**src/rtl/pipelined_alu_if.sv**
```systemverilog
`default_nettype none
// ============================================================================
// Module      : pipelined_alu_if
// Description : Bundle of the pipelined ALU's operand/control input channel,
//               result output channel and status outputs.
//               The master drives operands and consumes results; the slave
//               is the ALU itself.
// Revision    : 1.0 - initial release
// ============================================================================
interface pipelined_alu_if #(
    parameter int WIDTH = 16
);
    // Input channel: operands and Hack control bits
    logic             in_valid;
    logic             in_ready;
    logic [WIDTH-1:0] x;
    logic [WIDTH-1:0] y;
    logic             zx;
    logic             nx;
    logic             zy;
    logic             ny;
    logic             f;
    logic             no;

    // Output channel: result and flags
    logic             out_valid;
    logic             out_ready;
    logic [WIDTH-1:0] out;
    logic             zr;
    logic             ng;
    logic             cy;
    logic             ov;

    // Number of results consumed so far (wraps)
    logic [WIDTH-1:0] op_count;

    modport master (
        output in_valid, x, y, zx, nx, zy, ny, f, no, out_ready,
        input  in_ready, out_valid, out, zr, ng, cy, ov, op_count
    );

    modport slave (
        input  in_valid, x, y, zx, nx, zy, ny, f, no, out_ready,
        output in_ready, out_valid, out, zr, ng, cy, ov, op_count
    );
endinterface
`default_nettype wire

```
**src/rtl/pipelined_alu.sv**
```systemverilog
`default_nettype none
// ============================================================================
// Module      : pipelined_alu
// Description : Two-stage valid/ready pipelined Hack ALU with carry and signed
//               overflow flags and a count of consumed results.
//               Stage 1 registers the preprocessed operands (zero/negate),
//               stage 2 registers the function result and flags.
// Revision    : 1.0 - initial release
// ============================================================================
module pipelined_alu #(
    parameter int WIDTH = 16
) (
    input  logic          clk,
    input  logic          rst,
    pipelined_alu_if.slave bus
);

    localparam logic [WIDTH-1:0] c_count_one = {{(WIDTH-1){1'b0}}, 1'b1};

    // ------------------------------------------------------------------
    // Stage registers
    // ------------------------------------------------------------------
    logic             r_s1_valid;
    logic [WIDTH-1:0] r_s1_xs;
    logic [WIDTH-1:0] r_s1_ys;
    logic             r_s1_f;
    logic             r_s1_no;

    logic             r_s2_valid;
    logic [WIDTH-1:0] r_s2_out;
    logic             r_s2_zr;
    logic             r_s2_ng;
    logic             r_s2_cy;
    logic             r_s2_ov;

    logic [WIDTH-1:0] r_op_count;

    // ------------------------------------------------------------------
    // Handshake / advance conditions
    // ------------------------------------------------------------------
    logic w_s2_adv;
    logic w_s1_adv;
    logic w_in_xfer;
    logic w_out_xfer;

    // Stage 2 may load when empty or when its result is being consumed;
    // stage 1 may load when empty or when stage 2 is moving on, so a full
    // pipe still accepts a new operation on the same edge it drains one.
    always_comb begin
        w_s2_adv   = ~r_s2_valid | bus.out_ready;
        w_s1_adv   = ~r_s1_valid | w_s2_adv;
        w_in_xfer  = bus.in_valid & w_s1_adv;
        w_out_xfer = r_s2_valid & bus.out_ready;
    end

    // ------------------------------------------------------------------
    // Operand preprocessing (feeds stage 1)
    // ------------------------------------------------------------------
    logic [WIDTH-1:0] w_xs;
    logic [WIDTH-1:0] w_ys;

    // Zero then optionally invert each operand
    always_comb begin
        w_xs = bus.zx ? '0 : bus.x;
        w_ys = bus.zy ? '0 : bus.y;
        if (bus.nx) begin
            w_xs = ~w_xs;
        end
        if (bus.ny) begin
            w_ys = ~w_ys;
        end
    end

    // Stage 1: capture preprocessed operands and function controls
    always_ff @(posedge clk or posedge rst) begin
        if (rst) begin
            r_s1_valid <= 1'b0;
            r_s1_xs    <= '0;
            r_s1_ys    <= '0;
            r_s1_f     <= 1'b0;
            r_s1_no    <= 1'b0;
        end else if (w_s1_adv) begin
            r_s1_valid <= bus.in_valid;
            // Data only moves on a real transfer; idle inputs are ignored
            if (bus.in_valid) begin
                r_s1_xs <= w_xs;
                r_s1_ys <= w_ys;
                r_s1_f  <= bus.f;
                r_s1_no <= bus.no;
            end
        end
    end

    // ------------------------------------------------------------------
    // Function and flags (feeds stage 2)
    // ------------------------------------------------------------------
    logic [WIDTH:0]   w_sum;
    logic [WIDTH-1:0] w_r;
    logic [WIDTH-1:0] w_res;
    logic             w_cy;
    logic             w_ov;
    logic             w_zr;
    logic             w_ng;

    // Carry and overflow are taken from the raw function result, before the
    // optional output inversion; in AND mode both are forced to zero.
    always_comb begin
        w_sum = {1'b0, r_s1_xs} + {1'b0, r_s1_ys};
        w_r   = r_s1_f ? w_sum[WIDTH-1:0] : (r_s1_xs & r_s1_ys);
        w_res = r_s1_no ? ~w_r : w_r;
        w_cy  = r_s1_f & w_sum[WIDTH];
        w_ov  = r_s1_f
              & (r_s1_xs[WIDTH-1] == r_s1_ys[WIDTH-1])
              & (w_r[WIDTH-1] != r_s1_xs[WIDTH-1]);
        w_zr  = (w_res == '0);
        w_ng  = w_res[WIDTH-1];
    end

    // Stage 2: register result and flags; they hold while output is stalled
    always_ff @(posedge clk or posedge rst) begin
        if (rst) begin
            r_s2_valid <= 1'b0;
            r_s2_out   <= '0;
            r_s2_zr    <= 1'b0;
            r_s2_ng    <= 1'b0;
            r_s2_cy    <= 1'b0;
            r_s2_ov    <= 1'b0;
        end else if (w_s2_adv) begin
            r_s2_valid <= r_s1_valid;
            if (r_s1_valid) begin
                r_s2_out <= w_res;
                r_s2_zr  <= w_zr;
                r_s2_ng  <= w_ng;
                r_s2_cy  <= w_cy;
                r_s2_ov  <= w_ov;
            end
        end
    end

    // Count consumed results, wrapping naturally at 2^WIDTH
    always_ff @(posedge clk or posedge rst) begin
        if (rst) begin
            r_op_count <= '0;
        end else if (w_out_xfer) begin
            r_op_count <= r_op_count + c_count_one;
        end
    end

    // ------------------------------------------------------------------
    // Outputs
    // ------------------------------------------------------------------
    // in_ready depends only on pipeline state and out_ready, never in_valid
    always_comb begin
        bus.in_ready  = w_s1_adv;
        bus.out_valid = r_s2_valid;
        bus.out       = r_s2_out;
        bus.zr        = r_s2_zr;
        bus.ng        = r_s2_ng;
        bus.cy        = r_s2_cy;
        bus.ov        = r_s2_ov;
        bus.op_count  = r_op_count;
    end

    // w_in_xfer documents the accept condition; fold it into a no-op use
    logic w_unused;
    always_comb begin
        w_unused = w_in_xfer;
    end

endmodule
`default_nettype wire
```
**src/flat_wrapper.sv**
```systemverilog
// flat-port wrapper written by rule: the top's interface ports become plain ports
module pipelined_alu_flat 
#(
    parameter int WIDTH = 16
)
  (clk, rst, bus_in_valid, bus_x, bus_y, bus_zx, bus_nx, bus_zy, bus_ny, bus_f, bus_no, bus_out_ready, bus_in_ready, bus_out_valid, bus_out, bus_zr, bus_ng, bus_cy, bus_ov, bus_op_count);
  pipelined_alu_if #(.WIDTH(WIDTH)) bus_i ();
  input  logic clk;
  input  logic rst;
  input wire logic [$bits(bus_i.in_valid)-1:0] bus_in_valid;
  input wire logic [$bits(bus_i.x)-1:0] bus_x;
  input wire logic [$bits(bus_i.y)-1:0] bus_y;
  input wire logic [$bits(bus_i.zx)-1:0] bus_zx;
  input wire logic [$bits(bus_i.nx)-1:0] bus_nx;
  input wire logic [$bits(bus_i.zy)-1:0] bus_zy;
  input wire logic [$bits(bus_i.ny)-1:0] bus_ny;
  input wire logic [$bits(bus_i.f)-1:0] bus_f;
  input wire logic [$bits(bus_i.no)-1:0] bus_no;
  input wire logic [$bits(bus_i.out_ready)-1:0] bus_out_ready;
  output wire logic [$bits(bus_i.in_ready)-1:0] bus_in_ready;
  output wire logic [$bits(bus_i.out_valid)-1:0] bus_out_valid;
  output wire logic [$bits(bus_i.out)-1:0] bus_out;
  output wire logic [$bits(bus_i.zr)-1:0] bus_zr;
  output wire logic [$bits(bus_i.ng)-1:0] bus_ng;
  output wire logic [$bits(bus_i.cy)-1:0] bus_cy;
  output wire logic [$bits(bus_i.ov)-1:0] bus_ov;
  output wire logic [$bits(bus_i.op_count)-1:0] bus_op_count;
  assign bus_i.in_valid = bus_in_valid;
  assign bus_i.x = bus_x;
  assign bus_i.y = bus_y;
  assign bus_i.zx = bus_zx;
  assign bus_i.nx = bus_nx;
  assign bus_i.zy = bus_zy;
  assign bus_i.ny = bus_ny;
  assign bus_i.f = bus_f;
  assign bus_i.no = bus_no;
  assign bus_i.out_ready = bus_out_ready;
  assign bus_in_ready = bus_i.in_ready;
  assign bus_out_valid = bus_i.out_valid;
  assign bus_out = bus_i.out;
  assign bus_zr = bus_i.zr;
  assign bus_ng = bus_i.ng;
  assign bus_cy = bus_i.cy;
  assign bus_ov = bus_i.ov;
  assign bus_op_count = bus_i.op_count;
  pipelined_alu #(.WIDTH(WIDTH)) u_core (.clk(clk), .rst(rst), .bus(bus_i));
endmodule
```
**config.mk**
```make
export PLATFORM = sky130hd
export DESIGN_NAME = pipelined_alu_flat
export DESIGN_NICKNAME = d
export VERILOG_FILES = /design/src/rtl/pipelined_alu_if.sv /design/src/rtl/pipelined_alu.sv /design/src/flat_wrapper.sv
export SDC_FILE = /design/constraint.sdc
export NUM_CORES = 1
export LEC_CHECK = 0
export ABC_AREA = 1
export ABC_CLOCK_PERIOD_IN_PS = 4550
export CAP_MARGIN = 10
export CORE_ASPECT_RATIO = 0.8
export CORE_UTILIZATION = 35
export CTS_CLUSTER_SIZE = 14
export DETAILED_ROUTE_END_ITERATION = 8
export PLACE_DENSITY = 0.59
export RECOVER_POWER = 25
export SLEW_MARGIN = 20
export SYNTH_ARGS = -nofsm -noshare
export SYNTH_HDL_FRONTEND = slang
export SYNTH_SLANG_ARGS = --single-unit
export TNS_END_PERCENT = 30
```
**constraint.sdc**
```tcl
create_clock -name clk -period 4.55 [get_ports clk]
set_input_delay 0.455 -clock clk [delete_from_list [all_inputs] [get_ports clk]]
set_output_delay 0.455 -clock clk [all_outputs]
set_load 0.02 [all_outputs]
```
# Word-level counts from Yosys, hierarchy flattened
# Index checks and enable logic that the tools add are counted.
# W data, S select, Z words.
word_totals:
  word_cells: 37
  romBits: 0
  latch_bits: 0
  reg_bits: 72
  mem_bits_rw: 0
  mem_count: 0
  inputBits: 42
op_classes:
  magnitude_cmp: 0
  eq_ne: 2
  addsub: 2
  n_div: 0
  n_shift: 0
  mul: 0
  muxes: 6
  reduce_logical: 3
  bitwise: 12
op_table:
  columns: ["operator", "count"]
  rows:
  - ["$mux W16", 6]
  - ["$not A16 Y16", 3]
  - ["$add A16 B16 Y17", 1]
  - ["$add A16 B1 Y16 const B", 1]
  - ["$and A16 B16 Y16", 1]
  - ["$logic_not A16 Y1", 1]
  - ["$and A1 B1 Y1", 4]
  - ["$reduce_and A2 Y1", 2]
  - ["$not A1 Y1", 2]
  - ["$or A1 B1 Y1", 2]
  - ["$eq A1 B1 Y1", 1]
  - ["$ne A1 B1 Y1", 1]

# Logic depth before layout (Yosys ltp)
# Gate-level depths: netlist of the first run.
logic_depth:
  ltp_word: 5
  ltp_mapped: 16
  mapped_depth_nobuf: 16

# Least setup slack after synthesis of the first run
# No wires, ideal clock.
synth_path:
  path_type: "reg-to-reg"
  from: "reg u_core.r_s1_ys[0]"
  to: "reg u_core.r_s2_zr (netlist: u_core.bus.zr)"
  setup_ns: 0.066
  path_stages_with_launch: 16
  t_required_ns: 4.484
  setup_slack_ns: 2.515
  synth_period_minus_slack_ns: 2.035
  t_arrival_ns: 1.969
  cell_sequence: "dfrtp_1 ha_1 fa_1 nand3_1 nand3_1 nand2_1 nand2_1 nand2_1 nand3_1 nand2_1 nand2_1 nand2_1 nand3_1 nor2_1 nand3_1 nand2_1"
synth_between:
  elab_chain_len: 5
  word_cells_on_any_way: 6
  classes_between: "add/sub: 1; mux: 2; bitwise: 2; reduce/logical: 1"
synth_rtl:
  columns: ["item", "line", "text"]
  rows:
  - ["start: declaration", "pipelined_alu.sv:25", "logic [WIDTH-1:0] r_s1_ys;"]
  - ["start signal: assignment", "pipelined_alu.sv:87", "r_s1_ys <= w_ys;"]
  - ["$add A16 B16 Y17 / $and A16 B16 Y16 (equally long branches)", "pipelined_alu.sv:108, pipelined_alu.sv:109", null]
  - ["$mux W16 *", "pipelined_alu.sv:109", "w_r = r_s1_f ? w_sum[WIDTH-1:0] : (r_s1_xs & r_s1_ys);"]
  - ["$not A16 Y16", "pipelined_alu.sv:110", "w_res = r_s1_no ? ~w_r : w_r;"]
  - ["$mux W16 *", "pipelined_alu.sv:110", null]
  - ["$logic_not A16 Y1 *", "pipelined_alu.sv:115", "w_zr = (w_res == '0);"]
  - ["end signal: assignment", "pipelined_alu.sv:132", "r_s2_zr <= w_zr;"]
  - ["end: declaration", "pipelined_alu.sv:31", "logic r_s2_zr;"]
# Mark *: on every way between the ends. The rest lies on a longest branch, timed or not.
# A chain may end at the register's enable or synchronous reset.

# Worst setup path in the final report of the first run
layout_path:
  from: "in bus_out_ready"
  to: "reg u_core.r_s2_zr (netlist: u_core.bus.zr)"
layout_between:
  elab_chain_len: 2
layout_rtl:
  columns: ["item", "line", "text"]
  rows:
  - ["start: declaration", "flat_wrapper.sv:19", "input wire logic [$bits(bus_i.out_ready)-1:0] bus_out_ready;"]
  - ["$or A1 B1 Y1", "pipelined_alu.sv:50", "w_s2_adv = ~r_s2_valid | bus.out_ready;"]
  - ["$reduce_and A2 Y1 (no line)", null, null]
# Every way passes these cells.

==> results of run 1 <==
per-layer routing:
layer,vias up,share of wire,GRT usage
li1,2225,-,-
met1,1853,0.55,0.272
met2,89,0.40,0.257
met3,4,0.042,0.0320
met4,0,0.0062,0.0575
met5,-,0,0
cells in the mapped netlist (all sizes together), types with 3 or more instances:
library cell	instances
a21oi	11
a31oi	4
buf	9
clkbuf	16
dfrtp	71
ha	17
inv	64
nand2	243
nand3	74
nand3b	3
nand4	7
nor2	27
o21ai	45
or2	3
xnor2	6
xor2	44
stage by stage:
step | utilization | cell area [µm²] | instances
after floorplan | - | 4750 | 657
after global placement | 0.434 | 5660 | 889
after detailed placement | 0.434 | 5660 | 889
after CTS | 0.456 | 5960 | 905
after global routing | 0.454 | 5930 | 905
final | 0.454 | 5930 | 905
power by group:
group          internal (mW)  leakage, nW  switching [mW]
registers              0.790        0.858           0.131
clock network          0.425        0.142           0.277
logic                  0.535         1.91           0.756
cell families (layout without fill, tap and decap cells):
group	count (synthesis)	after routing	share of synthesized area
AOI/OAI and AO/OA	63	63	0.0691
xor gates and xnor gates	50	50	0.0923
adders and majority gates	18	18	0.0490
buffers and inverters	91	164	0.0772
DFF	71	71	0.374
muxes	1	1	0.00237
and+or+nand+nor	363	363	0.336
worst min path at each step:
| stage | from | endpoint | slack (ps) | cells past startpoint |
|---|---|---|---|---|
| after CTS | u_core.bus.op_count[15] | u_core.bus.op_count[15] | 470 | 1 |
| after global placement | u_core.bus.op_count[15] | u_core.bus.op_count[15] | 460 | 1 |
| after floorplan | u_core.r_s1_xs[0] | u_core.r_s1_xs[0] | 460 | 2 |
| after detailed placement | u_core.bus.op_count[15] | u_core.bus.op_count[15] | 460 | 1 |
| after global routing | u_core.bus.op_count[15] | u_core.bus.op_count[15] | 490 | 1 |
| final | u_core.bus.op_count[15] | u_core.bus.op_count[15] | 480 | 1 |
state kept, by name, summed over array words and instances (netlist names):
signal	cells
u_core.bus.cy	1
u_core.bus.zr	1
u_core.bus.out_valid	1
u_core.bus.ov	1
u_core.r_s1_f	1
u_core.bus.op_count	16
u_core.r_s1_xs	16
u_core.r_s1_no	1
u_core.bus.ng	1
u_core.r_s1_ys	16
u_core.r_s1_valid	1
u_core.bus.out	15
cell usage in the layout, fill, tap and decap left out, types with 9 or more instances in the layout:
| cell type | count |
|---|---|
| xor2_1 | 44 |
| a21oi_1 | 11 |
| clkbuf_16 | 9 |
| nor2_1 | 26 |
| o21ai_0 | 45 |
| dfrtp_1 | 71 |
| clkdlybuf4s50_1 | 77 |
| inv_1 | 62 |
| nand2_1 | 234 |
| ha_1 | 17 |
| nand2_2 | 9 |
| nand3_1 | 72 |
worst max-delay path: stages:
cell and delay, ps:
dlygate4sd3_1 570, inv_1 80, nand2_1 60, nand2_1 60
clkbuf_1 720, clkinv_1 530, nand2_1 210, nor2_1 60
nand3_1 80, nor2_1 50, nand3_1 70, nor2_1 50
nand3_1 70, nand2_1 50
layout make-up:
class	instances	area, µm²	share of cell area
Clock buffer	9	225	0.0380
Clock inverter	7	72.6	0.0122
Inverter	66	248	0.0418
Multi-Input combinational cell	495	2580	0.435
Sequential cell	71	1780	0.300
Tap cell	175	219	0.0369
Timing Repair Buffer	82	810	0.136
==> results.md, run 1 <==
* Filler cell count at 1,327
* HPWL after DPL at 8900 µm
* Total die area at 14,000 µm²
* Post-CTS setup buffer count at 0
* Hold_buf cts at 0
* Number of gates resized after cts at 0
* Worst-path fanout max at 29
* Starting density of the core at 0.364
* Antenna violations before repair at 0
* Gr usage total at 0.180
* Layout cell share with drive strength beyond 1 at 0.0521
* Synth-to-Final Area Change at 24.9%
* Flops & latches, synth at 71
* H-tree depth at 3
* Clock Skews at 8.85 ps
* Fin Setup TNS at 0 ps
* Hold Fails Final Rpt at 0
* I/O pin total at 80
* Post-DR vias/cell at 4.61
* Period utilization at 0.641
* Worst setup endpoint: u_core.bus.zr
* Leak at 2.91 nW
* Total power at 2.91 mW
* Final #Nets at 785
* DRT iter0 DRCs at 253
* Die width at 132 µm
* Routability-driven placement congestion ratio at 0.797
* Post-synth ARST share at 1.00
* Vias in the first global route at 4,023
* # DRC at 0
* Fmax at 343 MHz
* Worst-margin pin slew at 1410 ps
* Max VDD drop at 0.216 mV
* Kind of end point of the critical path: flop
* Final min period at 2920 ps
* I/O Buffers at 79
* Final WL at 11,500 µm
* R2R cell count at 12
* # setup viols final at 0
* Post-synth top area share at 0.374
* Root Buffer: clkbuf_16
* CP Launch Point: bus_out_ready
* Slew Viols, Final at 0
* First-pass GRT wire length at 20,000 µm
* Ant diodes at 0
* YS warnings at 0
* Critical Path RT at 4770 ps
* Post-synth EDFFs at 0
* Post-synthesis sequential area ratio at 0.374
* Main synth FF type: dfrtp_1
* Max_cap viols at 0
* Top cells by area, synth: dfrtp_1 (37%), nand2_1 (18%), xor2_1 (8.1%)
* Crit path kind: primary input to flop
* CTS tree: built
* Antenna Nets Post-Route at 0
* Syn Inst Count at 657
* Worst slew margin at 0.0570
* Largest area contributor in the netlist: dfrtp_1
* Syn Std Cell Area at 4750 µm²
* Drt wl/cell at 12.7 µm
* DIE HEIGHT at 106 µm
* DP Worst Slack at 1910 ps
* Syn Nets at 717
* Final worst slack at 1630 ps
* Crit start category: primary input
* R2r endpoint: u_core.bus.zr
* RSZ-0062 raised after global routing: false
* Total grt overflow at 0
* Clock transition at the registers of the reported paths at 60 ps
* Outcome: finished clean
* Clk_lat worst skew at 340 ps
* Synth cell types at 38
* Worst EP arrival at 3140 ps
* CORE AREA at 13,100 µm²
* Inserted Clock Buffers at 9
* Clock sinks at 71
* DR vias at 4,171
* CTS Buffer Depth at 2
* Reg-to-Reg Start: u_core.r_s1_f
* HP Class: flop to flop
* Reg-to-reg slack, setup at 1890 ps
* Rows at 37
* Hold Worst Slack at 476 ps
* First-pass DRT Iterations at 5
* Power per Cell Area at 491 nW/µm²
* Synth Area per Inst at 7.23 µm²
* Largest net degree at the start of global routing at 70
Power figures use the tool's default switching activity.
==> run 2: changes to the inputs <==
- ABC_CLOCK_PERIOD_IN_PS: 4550 -> 2800
- clock period: 4.55 -> 2.8 ns (I/O delays scaled with it)
==> run 2 against run 1 <==
Die area is the same. Power is 69% higher. Clock-buffer cell count is 3 higher. Sequential cell count stayed put. Utilization is 0.96 points higher. Non-clock buffer count up 7.
==> results.md, run 2 (synthesis gave the netlist of run 1 again) <==
* Fin Setup TNS at 0 ps
* # DRC at 0
* Total die area at 14,000 µm²
* Max VDD drop at 0.404 mV
* I/O Buffers at 79
* Drt wl/cell at 13.1 µm
* Crit start category: flop
* Routability-driven placement congestion ratio at 0.815
* Max_cap viols at 0
* Leak at 2.97 nW
* First-pass DRT Iterations at 4
* Crit path max-delay cell type: fa_1
* Worst slew margin at 0.0995
* DIE HEIGHT at 106 µm
* DR vias at 4,250
* Clock sinks at 71
* Period utilization at 0.830
* Clock transition at the registers of the reported paths at 60 ps
* Clk_lat worst skew at 340 ps
* Filler cell count at 1,292
* DP Worst Slack at 509 ps
* First-pass GRT wire length at 20,100 µm
* H-tree depth at 3
* Die width at 132 µm
* Crit path kind: flop to flop
* Final WL at 11,900 µm
* Most Frequent Cell on Critical Path: nand2_1
* Number of gates resized after cts at 0
* Final min period at 2320 ps
* Power per Cell Area at 814 nW/µm²
* Antenna violations before repair at 0
* Layout cell share with drive strength beyond 1 at 0.0638
* Gr usage total at 0.181
* Crit path largest cell delay at 450 ps
* I/O pin total at 80
* Total grt overflow at 0
* HPWL after DPL at 9410 µm
* CTS Buffer Depth at 2
* Vias in the first global route at 4,070
* Largest net degree at the start of global routing at 70
* FF/Latch Area at 1780 µm²
* DRT iter0 DRCs at 274
* Antenna Nets Post-Route at 0
* CTS tree: built
* Clock Skews at 9.29 ps
* Outcome: finished clean
* Multi-input logic area at 2590 µm²
* Final worst slack at 476 ps
* Kind of end point of the critical path: flop
* RSZ-0062 raised after global routing: false
* Crit-path cells: ha_1 -> fa_1 -> nand3_1 -> nand3_1 -> nand2_1 -> nand2_1 -> nand2_1 -> nand3_1 -> nand2_1 -> nand2_1 -> nand2_1 -> nand3_1 -> nor2_1 -> nand3_1 -> nand2_1
* HP Class: flop to flop
* Worst EP arrival at 2590 ps
* Post-DR vias/cell at 4.66
* Crit path max-delay family: simple AND/OR/NAND/NOR gates
* Inserted Clock Buffers at 9
* Worst Path Buf+Inv at 0
* Hold_buf cts at 0
* Worst-margin pin slew at 1350 ps
* Ant diodes at 0
* Worst-path fanout max at 5
* Rows at 37
* # setup viols final at 0
* Most frequent cells in the layout: nand2_1 (234), clkdlybuf4s50_1 (78), nand3_1 (72)
* Slew Viols, Final at 0
* Critical Path RT at 3070 ps
* CORE AREA at 13,100 µm²
* Fmax at 430 MHz
* Final #Nets at 792
* Starting density of the core at 0.364
* Synth-to-Final Area Change at 27.6%
* Hold Fails Final Rpt at 0
* Root Buffer: clkbuf_16
* Post-CTS setup buffer count at 0
* Most common cell after layout, fill and taps aside: nand2_1
-- run 2: worst paths after layout --
kind	cells past startpoint	to	startpoint	slack, ps
setup / recovery	15	u_core.bus.zr	u_core.r_s1_ys[0]	480
hold / removal	2	u_core.bus.ov	u_core.bus.ov	480
setup reg to reg	15	u_core.bus.zr	u_core.r_s1_ys[0]	480
hold reg to reg	2	u_core.bus.ov	u_core.bus.ov	480
max in group asynchronous	3	u_core.bus.out[4]	rst	1190
min in group asynchronous	2	u_core.r_s1_xs[15]	rst	770
-- run 2: power breakdown --
group | leakage [nW] | internal, mW | switching [mW]
combinational | 1.95 | 0.889 | 1.28
sequential | 0.858 | 1.28 | 0.186
clock | 0.165 | 0.854 | 0.437
-- run 2: cell type report --
cell class                 instances  share of cell area
clock inverter                     4              0.0126
multi-input combinational        495               0.428
clock buffer                      12              0.0440
timing repair buffer              89               0.145
inverter                          66              0.0409
tap                              175              0.0362
sequential                        71               0.293
-- run 2: stage by stage --
step | instances | area [µm²] | utilization | hold slack [ps] | power, mW
after floorplan | 657 | 4750 | - | 439 | 2.88
after global placement | 896 | 5730 | 0.439 | 459 | 3.62
after detailed placement | 896 | 5730 | 0.439 | 473 | 3.66
after CTS | 912 | 6070 | 0.465 | 423 | 4.98
final | 912 | 6060 | 0.464 | 481 | 4.93
after global routing | 912 | 6060 | 0.464 | 511 | 5.29
-- run 2: worst min-delay path, delay by kind of cell, from the launching register on --
family	cells	cell delay (ps)
simple gates	1	50
compound gates	1	60
flops	1	340
-- run 2: metal layers --
| metal | GRT usage | part of all wire | up-vias |
|---|---|---|---|
| li1 | - | - | 2247 |
| met1 | 0.272 | 0.55 | 1894 |
| met2 | 0.265 | 0.40 | 102 |
| met3 | 0.0358 | 0.046 | 7 |
| met4 | 0.0411 | 0.0078 | 0 |
| met5 | 0 | 0 | - |
==> run 3: changes to the inputs <==
- ABC_CLOCK_PERIOD_IN_PS: 2800 -> 2100
- PLACE_DENSITY: 0.59 -> 0.61
- clock period: 2.8 -> 2.1 ns (I/O delays scaled with it)
==> run 3 against run 2 <==
The run now ends with max-capacitance violations, max-slew violations left. Via count increased by 3.1%. Setup slack got worse by 470 ps. Combinational power increased by 50%. Clock-buffer cell count decreased by 1. Sequential cell count unchanged. Clock power increased by 40%. Maximum frequency increased by 11%. Power increased by 43%. Critical path depth decreased by 1. Sequential share of layout area decreased by 1.7 points. First-iteration DRC count increased by 5.5%. Final cell count increased by 2.6%.
==> results.md, run 3 (synthesis gave the netlist of run 1 again) <==
* Outcome: finished, violations left
* Failing checks: max-capacitance violations, max-slew violations
* Post-DR vias/cell at 4.68
* H-tree depth at 3
* # DRC at 0
* Clock sinks at 71
* Largest net degree at the start of global routing at 72
* Filler cell count at 1,293
* Starting density of the core at 0.364
* Inserted Clock Buffers at 9
* Max_cap viols at 1
* First-pass DRT Iterations at 5
* HP Class: primary input to flop
* Power per Cell Area at 1100 nW/µm²
* RSZ-0062 raised after global routing: true
* Met1 Use GR at 0.269
* GRT met2 Usage at 0.268
* DIE HEIGHT at 106 µm
* DRT iter0 DRCs at 289
* Crit path kind: flop to flop
* Critical Path RT at 2380 ps
* First-pass GRT wire length at 20,200 µm
* Final #Nets at 816
* Clock transition at the registers of the reported paths at 60 ps
* Worst slew margin at -0.0260
* Most frequent cells in the layout: nand2_1 (226), clkdlybuf4s50_1 (78), nand3_1 (70)
* Final WL at 12,300 µm
* Final min period at 2090 ps
* # setup viols final at 0
* Crit start category: flop
* Clk pwr share at 0.256
* DP Cell Count at 920
* Hold Fails Final Rpt at 0
* Slew Viols, Final at 72
* Kind of end point of the critical path: flop
* Fmax at 478 MHz
* DR vias at 4,383
* Total die area at 14,000 µm²
* NetSw at 2.66 mW
* Period utilization at 0.996
* Most common cell after layout, fill and taps aside: nand2_1
* Seq pwr share at 0.284
* Drt wl/cell at 13.1 µm
* Synth-to-Final Area Change at 35.6%
* Antenna Nets Post-Route at 0
* Fin Setup TNS at 0 ps
* I/O Buffers at 79
* Routability-driven placement congestion ratio at 0.831
* Switching Fraction at 0.377
* Die width at 132 µm
* Max VDD drop at 0.536 mV
* Layout cell share with drive strength beyond 1 at 0.137
* Worst-margin pin slew at 1540 ps
* Rows at 37
* Root Buffer: clkbuf_16
* CORE AREA at 13,100 µm²
* CTS Buffer Depth at 2
* Vias in the first global route at 4,116
* Met3 GRT Util at 0.0334
* I/O pin total at 80
* Clk_lat worst skew at 340 ps
* HPWL after DPL at 9570 µm
* Leak at 3.09 nW
* Gr usage total at 0.182
* Reg-to-reg slack, setup at 9 ps
* Post-CTS setup buffer count at 0
* Worst EP arrival at 2370 ps
* Logic pwr share at 0.460
* Total grt overflow at 0
* Finished Layout Cells at 936
* Cell internal pwr at 4.41 mW
* Clock Skews at 6.89 ps
* Worst-path fanout max at 5
* CTS tree: built
* Ant diodes at 0
* Antenna violations before repair at 0
* GRT busiest layer: met1
run 3: cell types whose count changed in the layout (fill, tap and decap cells not counted), moves of 8 or more:
cell     delta
ha_4        +9
buf_4      +23
nand2_2     +8
nand2_1     -8
ha_1       -11
run 3: path summary, 6_finish.rpt:
path,cells after the start,from,end
hold reg to reg,1,u_core.bus.op_count[15],u_core.bus.op_count[15]
hold / removal,3,bus_f,u_core.r_s1_f
min in group asynchronous,3,rst,u_core.bus.op_count[15]
max in group asynchronous,3,rst,u_core.r_s1_ys[1]
setup / recovery,14,u_core.r_s1_xs[11],u_core.bus.zr
setup reg to reg,14,u_core.r_s1_xs[11],u_core.bus.zr
run 3: layer usage:
layer,wire length [µm],vias up,share of wire
met5,0,-,0
met4,141,0,0.011
met3,576,12,0.047
met2,5140,90,0.42
met1,6430,1988,0.52
li1,-,2293,-
run 3: timing repair:
item                       in CTS  in global routing
setup endpoints to repair       4                 12
hold endpoints to repair        0                  0
resized for setup               9                 25
pin swaps                       1                  2
hold buffers                    0                  0
run 3: power by group through the flow:
stage | clock network [mW] | logic [mW] | registers, mW
floorplan | 0 | 1.63 | 2.22
global placement | 0 | 3.05 | 1.97
detailed placement | 0 | 3.09 | 2.00
CTS | 1.85 | 3.13 | 1.99
global route | 1.90 | 3.61 | 2.06
finish | 1.81 | 3.25 | 2.01
run 3: cell type report:
type | count | area (µm²) | share of cell area
multi-input cells | 495 | 2780 | 0.431
well taps | 175 | 219 | 0.0340
repair buffers | 113 | 1060 | 0.164
inverters | 66 | 248 | 0.0385
clock buffers | 11 | 253 | 0.0393
flip-flops and latches | 71 | 1780 | 0.276
clock inverters | 5 | 104 | 0.0161
run 3: through the flow:
stage	setup WS, ps	util	area, µm²	power (mW)	hold slack, ps
floorplan	65.1	-	4750	3.84	369
global placement	-48.8	0.453	5920	5.02	460
detailed placement	-81.3	0.453	5920	5.09	471
CTS	-3.49	0.484	6310	6.96	295
global route	-184	0.493	6430	7.57	485
finish	8.50	0.493	6430	7.07	444
run 3: critical path, stage by stage, from the launching register on:
cell and delay (ps):
dfrtp_1 400, ha_1 390, nand2_1 120, nor2_1 180, and2_2 170, nand2_2 60, nand2_1 80, nand2_1 70
nand3_1 80, nand3_1 70, nand2_1 110, nand2_1 60, nor2_1 100, nand3_1 70, nand2_1 60
